--- src/rtl/mat_scroll_if.sv ---
// -----------------------------------------------------------------------------
// mat_scroll_if
//   Host/scanner-facing signal bundle of the scrolling message feeder.
//
//   Host -> feeder : wr_en, wr_row, wr_chunk, wr_data, commit, run, dir
//   Feeder -> host : m0..m7 (16-column window rows), offset, busy, wrap
//
//   master : the host side (drives writes/commit/run/dir, observes window)
//   slave  : the mat_scroll block itself
// -----------------------------------------------------------------------------
interface mat_scroll_if #(
    parameter int COL_AW = 6
);
    logic              wr_en;
    logic [2:0]        wr_row;
    logic [COL_AW-5:0] wr_chunk;
    logic [15:0]       wr_data;
    logic              commit;
    logic              run;
    logic              dir;

    logic [15:0]       m0;
    logic [15:0]       m1;
    logic [15:0]       m2;
    logic [15:0]       m3;
    logic [15:0]       m4;
    logic [15:0]       m5;
    logic [15:0]       m6;
    logic [15:0]       m7;
    logic [COL_AW-1:0] offset;
    logic              busy;
    logic              wrap;

    modport master (
        output wr_en, wr_row, wr_chunk, wr_data, commit, run, dir,
        input  m0, m1, m2, m3, m4, m5, m6, m7, offset, busy, wrap
    );

    modport slave (
        input  wr_en, wr_row, wr_chunk, wr_data, commit, run, dir,
        output m0, m1, m2, m3, m4, m5, m6, m7, offset, busy, wrap
    );
endinterface

--- src/rtl/mat_scroll.sv ---
// -----------------------------------------------------------------------------
// mat_scroll
//   Upstream feeder for the 8 x 16 LED matrix scanner. Holds a double-buffered
//   8 x MSG_W message bitmap (shadow bank written by the host in 16-bit chunks,
//   active bank shown on the matrix) and presents a 16-column circular window
//   of the active bank, scrolling one column every STEP_DIV clocks.
//
//   Ports:
//     clock  : system clock, rising edge
//     rst_n  : asynchronous active-low reset
//     bus    : mat_scroll_if.slave
//              wr_en/wr_row/wr_chunk/wr_data : shadow bank chunk write
//              commit : request shadow -> active copy (tear-free)
//              run    : 1 = scrolling, 0 = frozen
//              dir    : 0 = left (offset++), 1 = right (offset--)
//              m0..m7 : registered window rows, bit j = col (offset+j) mod MSG_W
//              offset : window start column
//              busy   : commit pending
//              wrap   : one-cycle pulse when a scroll step lands on offset 0
// -----------------------------------------------------------------------------
module mat_scroll #(
    parameter int MSG_W    = 64,
    parameter int COL_AW   = 6,
    parameter int STEP_DIV = 2500000
) (
    input  logic        clock,
    input  logic        rst_n,
    mat_scroll_if.slave bus
);
    localparam int            TW    = (STEP_DIV > 2) ? $clog2(STEP_DIV) : 1;
    localparam logic [TW-1:0] TLAST = TW'(STEP_DIV - 1);

    typedef enum logic {
        ST_IDLE,
        ST_PEND
    } state_t;

    state_t            state_q, state_d;
    logic [TW-1:0]     timer_q, timer_d;
    logic [COL_AW-1:0] offset_q, offset_d;
    logic              wrap_q, wrap_d;
    logic [MSG_W-1:0]  shadow_q [8];
    logic [MSG_W-1:0]  shadow_d [8];
    logic [MSG_W-1:0]  active_q [8];
    logic [MSG_W-1:0]  active_d [8];
    logic [15:0]       m_q [8];
    logic [15:0]       m_d [8];
    logic              tick;
    logic              apply;

    assign tick = bus.run && (timer_q == TLAST);

    // Step timer: free-runs only while scrolling, parked at 0 otherwise so the
    // first tick after run rises is a full STEP_DIV clocks away.
    always_comb begin
        timer_d = '0;
        if (bus.run) begin
            timer_d = (timer_q == TLAST) ? '0 : timer_q + 1'b1;
        end
    end

    // Commit FSM: a pending copy waits for a step boundary while scrolling so
    // the window never shows a half-old/half-new message.
    always_comb begin
        state_d = state_q;
        apply   = 1'b0;
        case (state_q)
            ST_IDLE: begin
                if (bus.commit) begin
                    state_d = ST_PEND;
                end
            end
            ST_PEND: begin
                if (!bus.run || tick) begin
                    apply   = 1'b1;
                    state_d = ST_IDLE;
                end
            end
            default: state_d = ST_IDLE;
        endcase
    end

    // Shadow next-state carries the current write so an apply in the same
    // cycle copies the merged value.
    always_comb begin
        for (int r = 0; r < 8; r++) begin
            shadow_d[r] = shadow_q[r];
            active_d[r] = apply ? shadow_d[r] : active_q[r];
        end
        if (bus.wr_en) begin
            shadow_d[bus.wr_row][{bus.wr_chunk, 4'b0000} +: 16] = bus.wr_data;
            if (apply) begin
                active_d[bus.wr_row] = shadow_d[bus.wr_row];
            end
        end
    end

    // Offset: an apply replaces the scroll step and never reports a wrap.
    always_comb begin
        offset_d = offset_q;
        wrap_d   = 1'b0;
        if (apply) begin
            offset_d = '0;
        end else if (tick) begin
            offset_d = bus.dir ? offset_q - 1'b1 : offset_q + 1'b1;
            wrap_d   = (offset_d == '0);
        end
    end

    // Circular window: the COL_AW-bit index sum wraps modulo MSG_W.
    always_comb begin
        for (int r = 0; r < 8; r++) begin
            m_d[r] = '0;
            for (int j = 0; j < 16; j++) begin
                m_d[r][j] = active_q[r][COL_AW'(offset_q + COL_AW'(j))];
            end
        end
    end

    always_ff @(posedge clock or negedge rst_n) begin
        if (!rst_n) begin
            state_q  <= ST_IDLE;
            timer_q  <= '0;
            offset_q <= '0;
            wrap_q   <= 1'b0;
            for (int r = 0; r < 8; r++) begin
                shadow_q[r] <= '0;
                active_q[r] <= '0;
                m_q[r]      <= '0;
            end
        end else begin
            state_q  <= state_d;
            timer_q  <= timer_d;
            offset_q <= offset_d;
            wrap_q   <= wrap_d;
            for (int r = 0; r < 8; r++) begin
                shadow_q[r] <= shadow_d[r];
                active_q[r] <= active_d[r];
                m_q[r]      <= m_d[r];
            end
        end
    end

    assign bus.m0     = m_q[0];
    assign bus.m1     = m_q[1];
    assign bus.m2     = m_q[2];
    assign bus.m3     = m_q[3];
    assign bus.m4     = m_q[4];
    assign bus.m5     = m_q[5];
    assign bus.m6     = m_q[6];
    assign bus.m7     = m_q[7];
    assign bus.offset = offset_q;
    assign bus.busy   = (state_q == ST_PEND);
    assign bus.wrap   = wrap_q;
endmodule

--- src/flat_wrapper.sv ---
// flat-port wrapper written by rule: the top's interface ports become plain ports
module mat_scroll_flat 
#(
    parameter int MSG_W    = 64,
    parameter int COL_AW   = 6,
    parameter int STEP_DIV = 2500000
)
  (clock, rst_n, bus_wr_en, bus_wr_row, bus_wr_chunk, bus_wr_data, bus_commit, bus_run, bus_dir, bus_m0, bus_m1, bus_m2, bus_m3, bus_m4, bus_m5, bus_m6, bus_m7, bus_offset, bus_busy, bus_wrap);
  mat_scroll_if #(.COL_AW(COL_AW)) bus_i ();
  input  logic clock;
  input  logic rst_n;
  input wire logic [$bits(bus_i.wr_en)-1:0] bus_wr_en;
  input wire logic [$bits(bus_i.wr_row)-1:0] bus_wr_row;
  input wire logic [$bits(bus_i.wr_chunk)-1:0] bus_wr_chunk;
  input wire logic [$bits(bus_i.wr_data)-1:0] bus_wr_data;
  input wire logic [$bits(bus_i.commit)-1:0] bus_commit;
  input wire logic [$bits(bus_i.run)-1:0] bus_run;
  input wire logic [$bits(bus_i.dir)-1:0] bus_dir;
  output wire logic [$bits(bus_i.m0)-1:0] bus_m0;
  output wire logic [$bits(bus_i.m1)-1:0] bus_m1;
  output wire logic [$bits(bus_i.m2)-1:0] bus_m2;
  output wire logic [$bits(bus_i.m3)-1:0] bus_m3;
  output wire logic [$bits(bus_i.m4)-1:0] bus_m4;
  output wire logic [$bits(bus_i.m5)-1:0] bus_m5;
  output wire logic [$bits(bus_i.m6)-1:0] bus_m6;
  output wire logic [$bits(bus_i.m7)-1:0] bus_m7;
  output wire logic [$bits(bus_i.offset)-1:0] bus_offset;
  output wire logic [$bits(bus_i.busy)-1:0] bus_busy;
  output wire logic [$bits(bus_i.wrap)-1:0] bus_wrap;
  assign bus_i.wr_en = bus_wr_en;
  assign bus_i.wr_row = bus_wr_row;
  assign bus_i.wr_chunk = bus_wr_chunk;
  assign bus_i.wr_data = bus_wr_data;
  assign bus_i.commit = bus_commit;
  assign bus_i.run = bus_run;
  assign bus_i.dir = bus_dir;
  assign bus_m0 = bus_i.m0;
  assign bus_m1 = bus_i.m1;
  assign bus_m2 = bus_i.m2;
  assign bus_m3 = bus_i.m3;
  assign bus_m4 = bus_i.m4;
  assign bus_m5 = bus_i.m5;
  assign bus_m6 = bus_i.m6;
  assign bus_m7 = bus_i.m7;
  assign bus_offset = bus_i.offset;
  assign bus_busy = bus_i.busy;
  assign bus_wrap = bus_i.wrap;
  mat_scroll #(.MSG_W(MSG_W), .COL_AW(COL_AW), .STEP_DIV(STEP_DIV)) u_core (.clock(clock), .rst_n(rst_n), .bus(bus_i));
endmodule
--- config.mk ---
export PLATFORM = sky130hd
export DESIGN_NAME = mat_scroll_flat
export DESIGN_NICKNAME = d
export VERILOG_FILES = /design/src/rtl/mat_scroll_if.sv /design/src/rtl/mat_scroll.sv /design/src/flat_wrapper.sv
export SDC_FILE = /design/constraint.sdc
export NUM_CORES = 2
export LEC_CHECK = 0
export BUFFER_PORTS_ARGS = -buffer_cell sky130_fd_sc_hd__buf_2
export CELL_PAD_IN_SITES_DETAIL_PLACEMENT = 1
export CELL_PAD_IN_SITES_GLOBAL_PLACEMENT = 1
export CORE_ASPECT_RATIO = 0.8
export CORE_UTILIZATION = 30
export CTS_CLUSTER_SIZE = 28
export DETAILED_ROUTE_END_ITERATION = 8
export MAX_ROUTING_LAYER = met4
export PLACE_DENSITY_LB_ADDON = 0.1
export SYNTH_ARGS = -nofsm -noshare
export SYNTH_HDL_FRONTEND = slang
export SYNTH_SLANG_ARGS = --single-unit
--- constraint.sdc ---
create_clock -name clock -period 4.6 [get_ports clock]
set_input_delay 0 -clock clock [delete_from_list [all_inputs] [get_ports clock]]
set_output_delay 0 -clock clock [all_outputs]
set_load 0.03 [all_outputs]
Yosys cells after proc, flatten, opt, wreduce, memory -nomap -nowiden --
Cells that the tools add are included.
Word-level totals: flip-flop bits (word level) 1182, input bits 27, output and inout port bits 136, logic and storage cells 362
Operators by class: $add $sub $neg 18, magnitude comparators 18, equal/unequal tests 1, shift-type cells 2, mux-type cells 287, bitwise gates (word level) 2, reductions and logical operators 6
Operators with widths (count):
- $bwmux W512 | 2
- $mux W512 | 2
- $bmux W1 S6 | 128
- $mux W64 | 12
- $demux W64 S3 | 2
- $bmux W64 S3 | 1
- $mux W1 | 134
- $lt A6 B7 Y1 const B | 16
- $shift A16 B8 Y64 const A | 1
- $shiftx A16 B8 Y64 | 1
- $add A6 B4 Y6 const B | 8
- $mux W22 | 2
- $add A6 B3 Y6 const B | 4
- $add A22 B1 Y22 const B | 1
- $eq A22 B22 Y1 const B | 1
- $mux W6 | 3
- $add A6 B2 Y6 const B | 2
- $neg A6 Y8 | 1
- $add A6 B1 Y6 const B | 1
- $logic_not A6 Y1 | 1
- $sub A6 B1 Y6 const B | 1
- $ge A4 B4 Y1 const B | 1
- $lt A4 B1 Y1 const B | 1
- $not A3 Y4 | 1
- other kinds (6) | 7

Depth between registers and ports, before layout --
depth after elaboration 12, mapped depth 18, gate-level depth less buffers 8

Least setup slack after synthesis --
OpenSTA, ideal clock, no wires.
kind register to register, from reg u_core.offset_q[1], in the netlist u_core.bus.offset[1], to reg u_core.m_q, in the netlist u_core.bus.m6[9], setup time 0.124 ns, arrival time 3.873 ns, required time 4.476 ns, slack 0.603 ns, stages on the path, launching flop included 17, buffers on the path 10, clock period less this slack 3.997 ns, path through dfrtp_1 > buf_4 > buf_8 > buf_6 > buf_6 > buf_4 > buf_2 > inv_1 > ha_1 > buf_2 > buf_4 > buf_2 > buf_2 > mux4_2 > mux4_2 > a22oi_1 > nand2_1
RTL lines:
- from (decl) | line mat_scroll.sv:40 | logic [COL_AW-1:0] offset_q, offset_d;
- from (signal assigned) | line mat_scroll.sv:134 | offset_q <= offset_d;
- to (signal, indexed assignment) | line mat_scroll.sv:139 | m_q[r] <= m_d[r];
- to (decl) | line mat_scroll.sv:46 | logic [15:0] m_q [8];

==> results.txt <==
Status -> complete, but fails checks
Failing checks -> negative hold slack, max-capacitance violations
Cell Count, Final, Fillers Out -> 10.6k
Clock share of power -> 25.2%
Max-slew violation count -> 0
# setup viols final -> 0
Initial core utilization -> 30.2%
Die Height -> 458 microns
Net Sw Frac -> 44.7%
Sequential share of the synthesized area -> 37.9%
Number of antenna violations at the first check in global routing -> 81
Synth Warn # -> 0
P per Cell Area -> 529 nW/um^2
Setup TNS -> 0 ps
Synth top area cells -> dfrtp_1, mux4_2, mux2_2
Rows -> 167
Largest net degree at the start of global routing -> 165
Post-synth EDFFs -> 0
Vias -> 67.8k
CP required -> 5200 ps
Syn_nets -> 6869
Achievable Freq -> 0.224 GHz
Worst IR Drop VDD -> 0.000326 V
Yosys reg bits -> 1182
Routed WL -> 503000 microns
Mapped cell area -> 78000 sq um
Clock skew -> 86.6 ps
WL per Instance -> 47.5 microns
Most common cell after layout, fill and taps aside -> dfrtp_1
Share of cells above drive strength 1 -> 32.3%
Dpl cells -> 10.2k
Worst setup EP type -> register
Int Pwr -> 26.1 mW
Core Region -> 259000 sq um
Distinct cells, synth -> 90
CTS tree -> yes
DRC viols -> 0
Final count of hold timing violations -> 1
Root Buffer -> clkbuf_16
Yosys top cell area share -> 37.9%
Clk_lat worst skew -> 870 ps
Total GRT Usage -> 39.0%
Drt via density -> 6.40
Cell taking the most area after synthesis -> dfrtp_1
Fillers -> 28.1k
First-pass GRT wire length -> 659000 microns
Top_reg_cell synth -> dfrtp_1
P_leak -> 35.3 nW
Inserted Clock Buffers -> 148
Initial DRC count -> 9002
Setup CP Type -> reg -> reg
RSZ-0062 raised after global routing -> false
Area of the multi-input gates -> 45700 sq um
CTS Sinks -> 1182
CP arrival -> 5070 ps
Die width -> 572 microns
Min-delay worst type -> in -> async
P&R area growth vs syn -> 14.3%
Crit path max fanout -> 31
Slew @ Worst Pin -> 1480 ps
Input/output buffers -> 162
Max Cap Viol -> 1
Minimum clock period -> 4470 ps
Relative slew slack -> 0.386%
DIE AREA -> 262000 sq um
Post-CTS Repair Setup Buffers -> 0
Reg area -> 29600 sq um
Pre-Repair DR Iteration Count -> 8
Flop pwr share -> 39.2%
Hold_ws -> -1.52 ps
Net Sw Power -> 21.1 mW
Fin nets -> 6977
Number of global-route vias before repair -> 65.1k
Synthesized area per cell -> 11.4 sq um
Comb power frac -> 35.7%
Clock-pin slew on the worst setup and hold paths -> 70 ps
H-tree levels -> 4
I/O pin cnt -> 163
Final Wtd Congestion -> 1.06
Gr ovfl total -> 0
Synth async-reset ratio -> 100%
Final Cycle Share -> 97.2%
Setup crit start kind -> register
Worst-case clock buffer depth -> 4
Mapped Cells -> 6821
Most frequent cells in the layout -> dfrtp_1, nand2_1, mux4_2, mux2_2, o21ai_0
Final ANT Viol Nets -> 0
Post-DP HPWL -> 395000 microns
[synth_stat cells, drive strengths merged, types with 36 or more instances]
cell type	instances
mux2	616
nand3	111
a31oi	57
a211oi	47
o21ai	486
o221ai	36
mux2i	386
o22ai	44
clkbuf	229
xnor2	58
o211ai	64
buf	370
mux4	772
a22oi	171
nor2	344
a21oi	262
nand2	1164
dfrtp	1182
[worst max-delay path, stage by stage, from the launching register on]
cell and delay [ps]:
dfrtp_4 550, inv_1 180, ha_4 760, buf_4 360, mux2_2 370, mux4_2 580, nor2_1 120, nor3_1 90
a21oi_1 850, o21ai_0 350
[through the flow]
stage                     worst slack, ps  instance area [sq um]  hold WS [ps]  total power [mW]  util, %
after floorplan                       603                  78000          -296              23.9        -
after global placement                389                  84100          48.4              34.3     32.5
after detailed placement              299                  84100          55.3              34.5     32.5
after CTS                             252                  89000          15.8              46.5     34.4
after global routing                  231                  89100          34.0              48.0     34.5
final                                 128                  89200         -1.52              47.2     34.5
[path summary, 6_finish.rpt]
check / endpoint / slack, ps / startpoint / cells after the start
setup reg to reg: u_core.bus.m2[15] / 130 / u_core.bus.offset[1] / 9
hold reg to reg: u_core.timer_q[0] / 490 / u_core.timer_q[0] / 1
hold / removal: u_core.shadow_q[431] / -2 / rst_n / 3
setup / recovery: u_core.bus.m2[15] / 130 / u_core.bus.offset[1] / 9
max in group asynchronous: u_core.active_q[63] / 3430 / rst_n / 3
min in group clock: u_core.timer_q[4] / 70 / bus_run / 3
[sequential cells by signal, summed over array words and instances, names as in the netlist]
name,count
u_core.bus.m5,16
u_core.bus.m4,16
u_core.bus.offset,6
u_core.bus.wrap,1
u_core.bus.m7,16
u_core.bus.m6,16
u_core.bus.m2,16
u_core.active_q,512
u_core.shadow_q,512
u_core.bus.m3,16
u_core.timer_q,22
u_core.bus.m1,16
u_core.bus.busy,1
u_core.bus.m0,16
[timing repair]
item | CTS | global route
endpoints found under the hold margin | 842 | 0
setup endpoints to repair | 0 | 1
hold buffers | 18 | 0
gates resized for setup | 0 | 1
[power by group through the flow]
| stage | registers [mW] | logic [mW] | clock network (mW) |
|---|---|---|---|
| 6_report | 18.5 | 16.8 | 11.9 |
| 5_1_grt | 18.3 | 17.2 | 12.4 |
| 4_1_cts | 18.1 | 16.3 | 12.1 |
| 3_5_place_dp | 18.3 | 16.2 | 0 |
| 3_3_place_gp | 18.2 | 16.1 | 0 |
| 2_1_floorplan | 15.7 | 8.26 | 0 |
[metal layers]
metal	vias up	track usage, %	share of wire, %
li1	26176	-	-
met1	37322	52.6	43
met2	3654	55.4	43
met3	666	10.8	9.1
met4	0	15.0	4.3
met5	-	-	0
[cells by family (layout without fill, tap and decap cells)]
group	Yosys count	count (layout)	synth area share, %
adder cells (fa/ha/maj)	21	21	0.337
AND/OR/NAND/NOR	1757	1757	9.12
XOR/XNOR	83	83	0.999
AO/OA/AOI/OAI	1367	1367	11.2
buffers and inverters	637	843	4.31
other	0	98	0
flip-flops	1182	1182	37.9
multiplexers	1774	1774	36.1
[layout make-up]
type	count	area share, %
multi-input cells	5002	51.2
flip-flops and latches	1182	33.2
repair buffers	557	5.06
well taps	3464	4.86
clock buffers	216	4.86
clock inverters	32	0.412
diodes	98	0.275
inverters	38	0.163
Note: power is estimated with default switching activity, not from simulation.
